===== src/rtl/vce2_vseq.sv =====
// vce2_vseq: element-loop sequencer driving AGU strobes and one outstanding memory access per operand.
// Optional VCE2_VSEQ_SCALAR_OPB_EN replaces the rs2 read with a scalar operand captured at start.
module vce2_vseq #(
    parameter int DataWidth = 32,
    parameter int VlWidth = 8
) (
    input  logic                 clk_i,
    input  logic                 rst_i,
    input  logic                 start_i,
    input  logic [VlWidth-1:0]   vl_i,
`ifdef VCE2_VSEQ_SCALAR_OPB_EN
    input  logic [DataWidth-1:0] scalar_i,
    input  logic                 use_scalar_i,
`endif
    output logic                 busy_o,
    output logic                 done_o,
    output logic                 agu_load_o,
    input  logic                 agu_ready_i,
    output logic                 agu_get_rs1_o,
    output logic                 agu_get_rs2_o,
    output logic                 agu_get_rd_o,
    output logic                 agu_get_rd_noincr_o,
    input  logic                 mem_ready_i,
    output logic                 mem_req_o,
    output logic                 mem_we_o,
    output logic [DataWidth-1:0] mem_wdata_o,
    input  logic                 mem_rvalid_i,
    input  logic [DataWidth-1:0] mem_rdata_i,
    output logic [DataWidth-1:0] alu_op_a_o,
    output logic [DataWidth-1:0] alu_op_b_o,
    input  logic [DataWidth-1:0] alu_result_i
);
    typedef enum logic [2:0] {IDLE, SETUP, RS1, RS1_W, RS2, RS2_W, WB, DONE} state_t;
    state_t state, state_nxt;
    logic [VlWidth-1:0] vl_q, cnt, cnt_inc;
    logic use_scalar_q;
    assign cnt_inc = cnt + 1'b1;
    assign agu_get_rd_noincr_o = 1'b0;
`ifndef VCE2_VSEQ_SCALAR_OPB_EN
    assign use_scalar_q = 1'b0;
`endif
    // Strobes and requests are gated by mem_ready_i so each AGU counter moves only on an accepted issue.
    always_comb begin
        state_nxt = state;
        busy_o = state != IDLE;
        done_o = state == DONE;
        agu_load_o = 1'b0;
        agu_get_rs1_o = 1'b0;
        agu_get_rs2_o = 1'b0;
        agu_get_rd_o = 1'b0;
        mem_req_o = 1'b0;
        mem_we_o = 1'b0;
        mem_wdata_o = '0;
        case (state)
            IDLE: begin
                agu_load_o = start_i;
                state_nxt = start_i ? SETUP : IDLE;
            end
            SETUP: state_nxt = agu_ready_i ? ((vl_q == '0) ? DONE : RS1) : SETUP;
            RS1: begin
                mem_req_o = mem_ready_i;
                agu_get_rs1_o = mem_ready_i;
                state_nxt = mem_ready_i ? RS1_W : RS1;
            end
            RS1_W: state_nxt = mem_rvalid_i ? (use_scalar_q ? WB : RS2) : RS1_W;
            RS2: begin
                mem_req_o = mem_ready_i;
                agu_get_rs2_o = mem_ready_i;
                state_nxt = mem_ready_i ? RS2_W : RS2;
            end
            RS2_W: state_nxt = mem_rvalid_i ? WB : RS2_W;
            WB: begin
                mem_req_o = mem_ready_i;
                mem_we_o = mem_ready_i;
                agu_get_rd_o = mem_ready_i;
                mem_wdata_o = alu_result_i;
                state_nxt = mem_ready_i ? ((cnt_inc == vl_q) ? DONE : RS1) : WB;
            end
            DONE: state_nxt = IDLE;
            default: state_nxt = IDLE;
        endcase
    end
    always_ff @(posedge clk_i) begin
        if (rst_i) begin
            state <= IDLE;
            vl_q <= '0;
            cnt <= '0;
            alu_op_a_o <= '0;
            alu_op_b_o <= '0;
`ifdef VCE2_VSEQ_SCALAR_OPB_EN
            use_scalar_q <= 1'b0;
`endif
        end else begin
            state <= state_nxt;
            if (state == IDLE && start_i) begin
                vl_q <= vl_i;
                cnt <= '0;
`ifdef VCE2_VSEQ_SCALAR_OPB_EN
                use_scalar_q <= use_scalar_i;
                if (use_scalar_i) alu_op_b_o <= scalar_i;
`endif
            end
            if (state == RS1_W && mem_rvalid_i) alu_op_a_o <= mem_rdata_i;
            if (state == RS2_W && mem_rvalid_i) alu_op_b_o <= mem_rdata_i;
            if (state == WB && mem_ready_i) cnt <= cnt_inc;
        end
    end
endmodule


===== config.mk =====
export PLATFORM = sky130hd
export DESIGN_NAME = vce2_vseq
export DESIGN_NICKNAME = d
export VERILOG_FILES = /design/src/rtl/vce2_vseq.sv
export SDC_FILE = /design/constraint.sdc
export NUM_CORES = 1
export LEC_CHECK = 0
export ABC_AREA = 1
export CORE_ASPECT_RATIO = 0.7
export CORE_MARGIN = 2
export CORE_UTILIZATION = 40
export DETAILED_ROUTE_END_ITERATION = 10
export GPL_ROUTABILITY_DRIVEN = 0
export PLACE_DENSITY = 0.88
export SLEW_MARGIN = 15
export SYNTH_ARGS = -nofsm -noshare
export SYNTH_HDL_FRONTEND = slang
export SYNTH_SLANG_ARGS = --single-unit

===== constraint.sdc =====
create_clock -name clk_i -period 1.7 [get_ports clk_i]
set_input_delay 0.51 -clock clk_i [delete_from_list [all_inputs] [get_ports clk_i]]
set_output_delay 0.51 -clock clk_i [all_outputs]
set_load 0.02 [all_outputs]

==> out/metrics.yaml <==
clocking:
  clock_latency_ps: 330
  clk_pin_slew_ps: 60
  cts_hold_buffers: 0
  cts_tree: "done"
  clk_path_buf_depth: 2
  clock-sinks: 83
  cts-root-buf: "clkbuf_16"
  cts_made_buffers: 9
  htree_levels: 3
logic_synthesis:
  synth-main-ff-cell: "dfxtp_1"
  yosys.area.top_type: "dfxtp_1"
  ys_top_cells_by_area: "dfxtp_1 (45%), nand2_1 (11%), nor2_1 (11%)"
  synth_warnings: 0
  ys_seq_area_share_pct: 45.2
  yosysMostFrequentCell: "nand2_1"
  synth_top_area_share_pct: 45.2
  synth-seq-cells: 83
  synthCells: 539
  syn-num-nets: 618
  synth.avg_cell_area_um2: 6.82
  synthTopCellsByCount: "nand2_1 (110), nor2_1 (109), dfxtp_1 (83)"
  synthesis.area_um2: 3680
  async_flop_share_pct: 0
  synth_cell_types: 28
  synth-edff-count: 0
cells_and_area:
  nets: 822
  diodes: 0
  design_area_um2: 6390
  area_growth_pct: 73.9
  drive_gt1_share_pct: 21.8
global_routing:
  grt_antenna_before_repair: 0
  overflow: 0
  grtUsageTotal_pct: 26.4
  grt_pass1_vias: 4378
  grt_max_degree: 43
  grt_pass1_wl_um: 21200
power:
  p_per_area_nw_per_um2: 733
  leakage_nw: 3.05
  ir_worst_vdd_uv: 645
  power_mw: 4.68
setup_path:
  crit_type: "flop to primary output"
  crit_arrival_ps: 1470
  r2r_cells: 13
  crit_start: "state[1]"
  end_kind: "primary output"
  cp_data_required_time_ps: 1190
  worstSetupEndpoint: "mem_wdata_o[29]"
  max_stage_delay_ps: 330
  cpMaxStageDelayCell: "dfxtp_2"
  r2r-end: "cnt[5]"
  crit_path_max_fanout: 17
  r2r_slack_ps: 40
  cp_cell_sequence: "inv_2 -> nor2_4 -> inv_2 -> nor2_4 -> buf_6 -> inv_12 -> nor2_1 -> buf_4"
  rr_startpoint: "state[1]"
  startpoint_type: "flop"
timing:
  period_share_pct: 116
  drv_slew: 0
  setup_viol: 39
  fin_crit_ps: 1980
  layout_setup_ws_ps: -277
  holdWs_ps: 463
  fmax_mhz: 506
  hold_viol_final: 0
  skew_ps: 4.66
  rsz0062_at_grt: "yes"
outcome:
  outcome: "complete, but fails checks"
  violations: "setup timing"
placement:
  dp_hpwl_um: 9080
  place_area_um2: 5780
  portBuffers: 181
  pre_cts_ws_ps: -838
worst_hold_path:
  hold_class: "flop to flop"
drt:
  via_per_inst: 4.95
  vias: 4310
  ant_nets: 0
  wire_per_inst_um: 15.4
  drt-initial-drc-count: 143
  drt_first_pass_iters: 4
  routed_wl_um: 13400
  drc: 0
floorplanning:
  die-area_um2: 9990
  die_h_um: 84.2
  core_um2: 9000
  start_util_pct: 40.9
  die_w_um: 119
  io_pins: 183
  rows: 29
flow_run:
  maxCapViolCount: 0
==> through the flow <==
| stage | cells | util (%) | TNS [ps] |
|---|---|---|---|
| floorplan | 539 | - | -3420 |
| global placement | 844 | 64.3 | -29970 |
| detailed placement | 844 | 64.3 | -31490 |
| CTS | 868 | 69.8 | -8560 |
| global route | 871 | 71.0 | -11300 |
| finish | 871 | 71.0 | -8260 |
==> worst max-delay path, delay by kind of cell, from the launching register on <==
kind                   cells  cell delay (ps)
buffers and inverters      5              490
flip-flops                 1              330
AND/OR/NAND/NOR            3              310
==> routing by layer <==
metal / track usage, % / part of all wire, %
met5: 0 / 0
met2: 46.4 / 49
met4: 8.98 / 1.9
met1: 29.3 / 40
met3: 10.4 / 8.7
==> worst min path at each step <==
| stage | from | end | slack (ps) | cells past startpoint |
|---|---|---|---|---|
| floorplan | vl_q[0] | vl_q[0] | 460 | 2 |
| global placement | alu_op_b_o[21] | alu_op_b_o[21] | 450 | 2 |
| detailed placement | alu_op_b_o[12] | alu_op_b_o[12] | 450 | 2 |
| CTS | alu_op_b_o[5] | alu_op_b_o[5] | 460 | 2 |
| global route | alu_op_b_o[23] | alu_op_b_o[23] | 480 | 2 |
| finish | alu_op_b_o[31] | alu_op_b_o[31] | 460 | 2 |
==> report_power, final <==
| group | switching, mW | leakage [nW] | internal [mW] |
|---|---|---|---|
| Combinational | 0.343 | 2.23 | 0.339 |
| Sequential | 0.0255 | 0.673 | 1.99 |
| Clock | 0.767 | 0.149 | 1.22 |
| Total | 1.14 | 3.05 | 3.55 |
==> registers in the layout, summed over array words and instances, names as in the netlist <==
name and cells:
cnt 8, vl_q 8, alu_op_a_o 32, alu_op_b_o 32, state 3
==> layout by cell type (no fill, tap or decap), types with 2 or more instances in the layout <==
| cell | instances |
|---|---|
| nor2_4 | 22 |
| nor2_1 | 82 |
| dfxtp_1 | 78 |
| buf_2 | 2 |
| inv_12 | 3 |
| nand2_1 | 108 |
| clkdlybuf4s50_1 | 74 |
| nor3_1 | 3 |
| nand2_2 | 4 |
| buf_12 | 6 |
| dfxtp_2 | 5 |
| inv_1 | 52 |
| clkbuf_8 | 2 |
| dlygate4sd2_1 | 65 |
| clkbuf_16 | 9 |
| o21ai_0 | 20 |
| buf_4 | 40 |
| nor3_4 | 2 |
| a21oi_1 | 50 |
| buf_6 | 32 |
| nand3_1 | 20 |
| inv_2 | 10 |
| nor2_2 | 11 |
| o21ai_1 | 23 |
| nand3_2 | 3 |
| nor2_8 | 2 |
| clkinv_4 | 2 |
| nand4_1 | 4 |
| inv_4 | 2 |
==> timing repair <==
action                     CTS  global route
resized for setup          358            25
gates cloned                 2             0
pin swaps                    7             7
setup endpoints to repair  111            50
setup buffers                8             3
==> kinds of logic after synthesis <==
group | count (synthesis) | share of synthesized area, %
AND/OR/NAND/NOR | 263 | 30.3
other | 1 | 0.102
adder cells (fa/ha/maj) | 1 | 0.340
XOR/XNOR | 2 | 0.477
flip-flops | 83 | 45.2
AO/OA/AOI/OAI | 96 | 13.3
buffers and inverters | 93 | 10.3
==> final cells by class <==
type	count	area, um^2
Timing Repair Buffer	219	2100
Multi-Input combinational cell	363	1870
Clock inverter	3	47.5
Timing Repair inverter	2	32.5
Sequential cell	83	1670
Inverter	65	262
Tap cell	124	155
Fill cell	720	2610
Clock buffer	12	256
No activity file was read; power rests on OpenSTA's default activity.
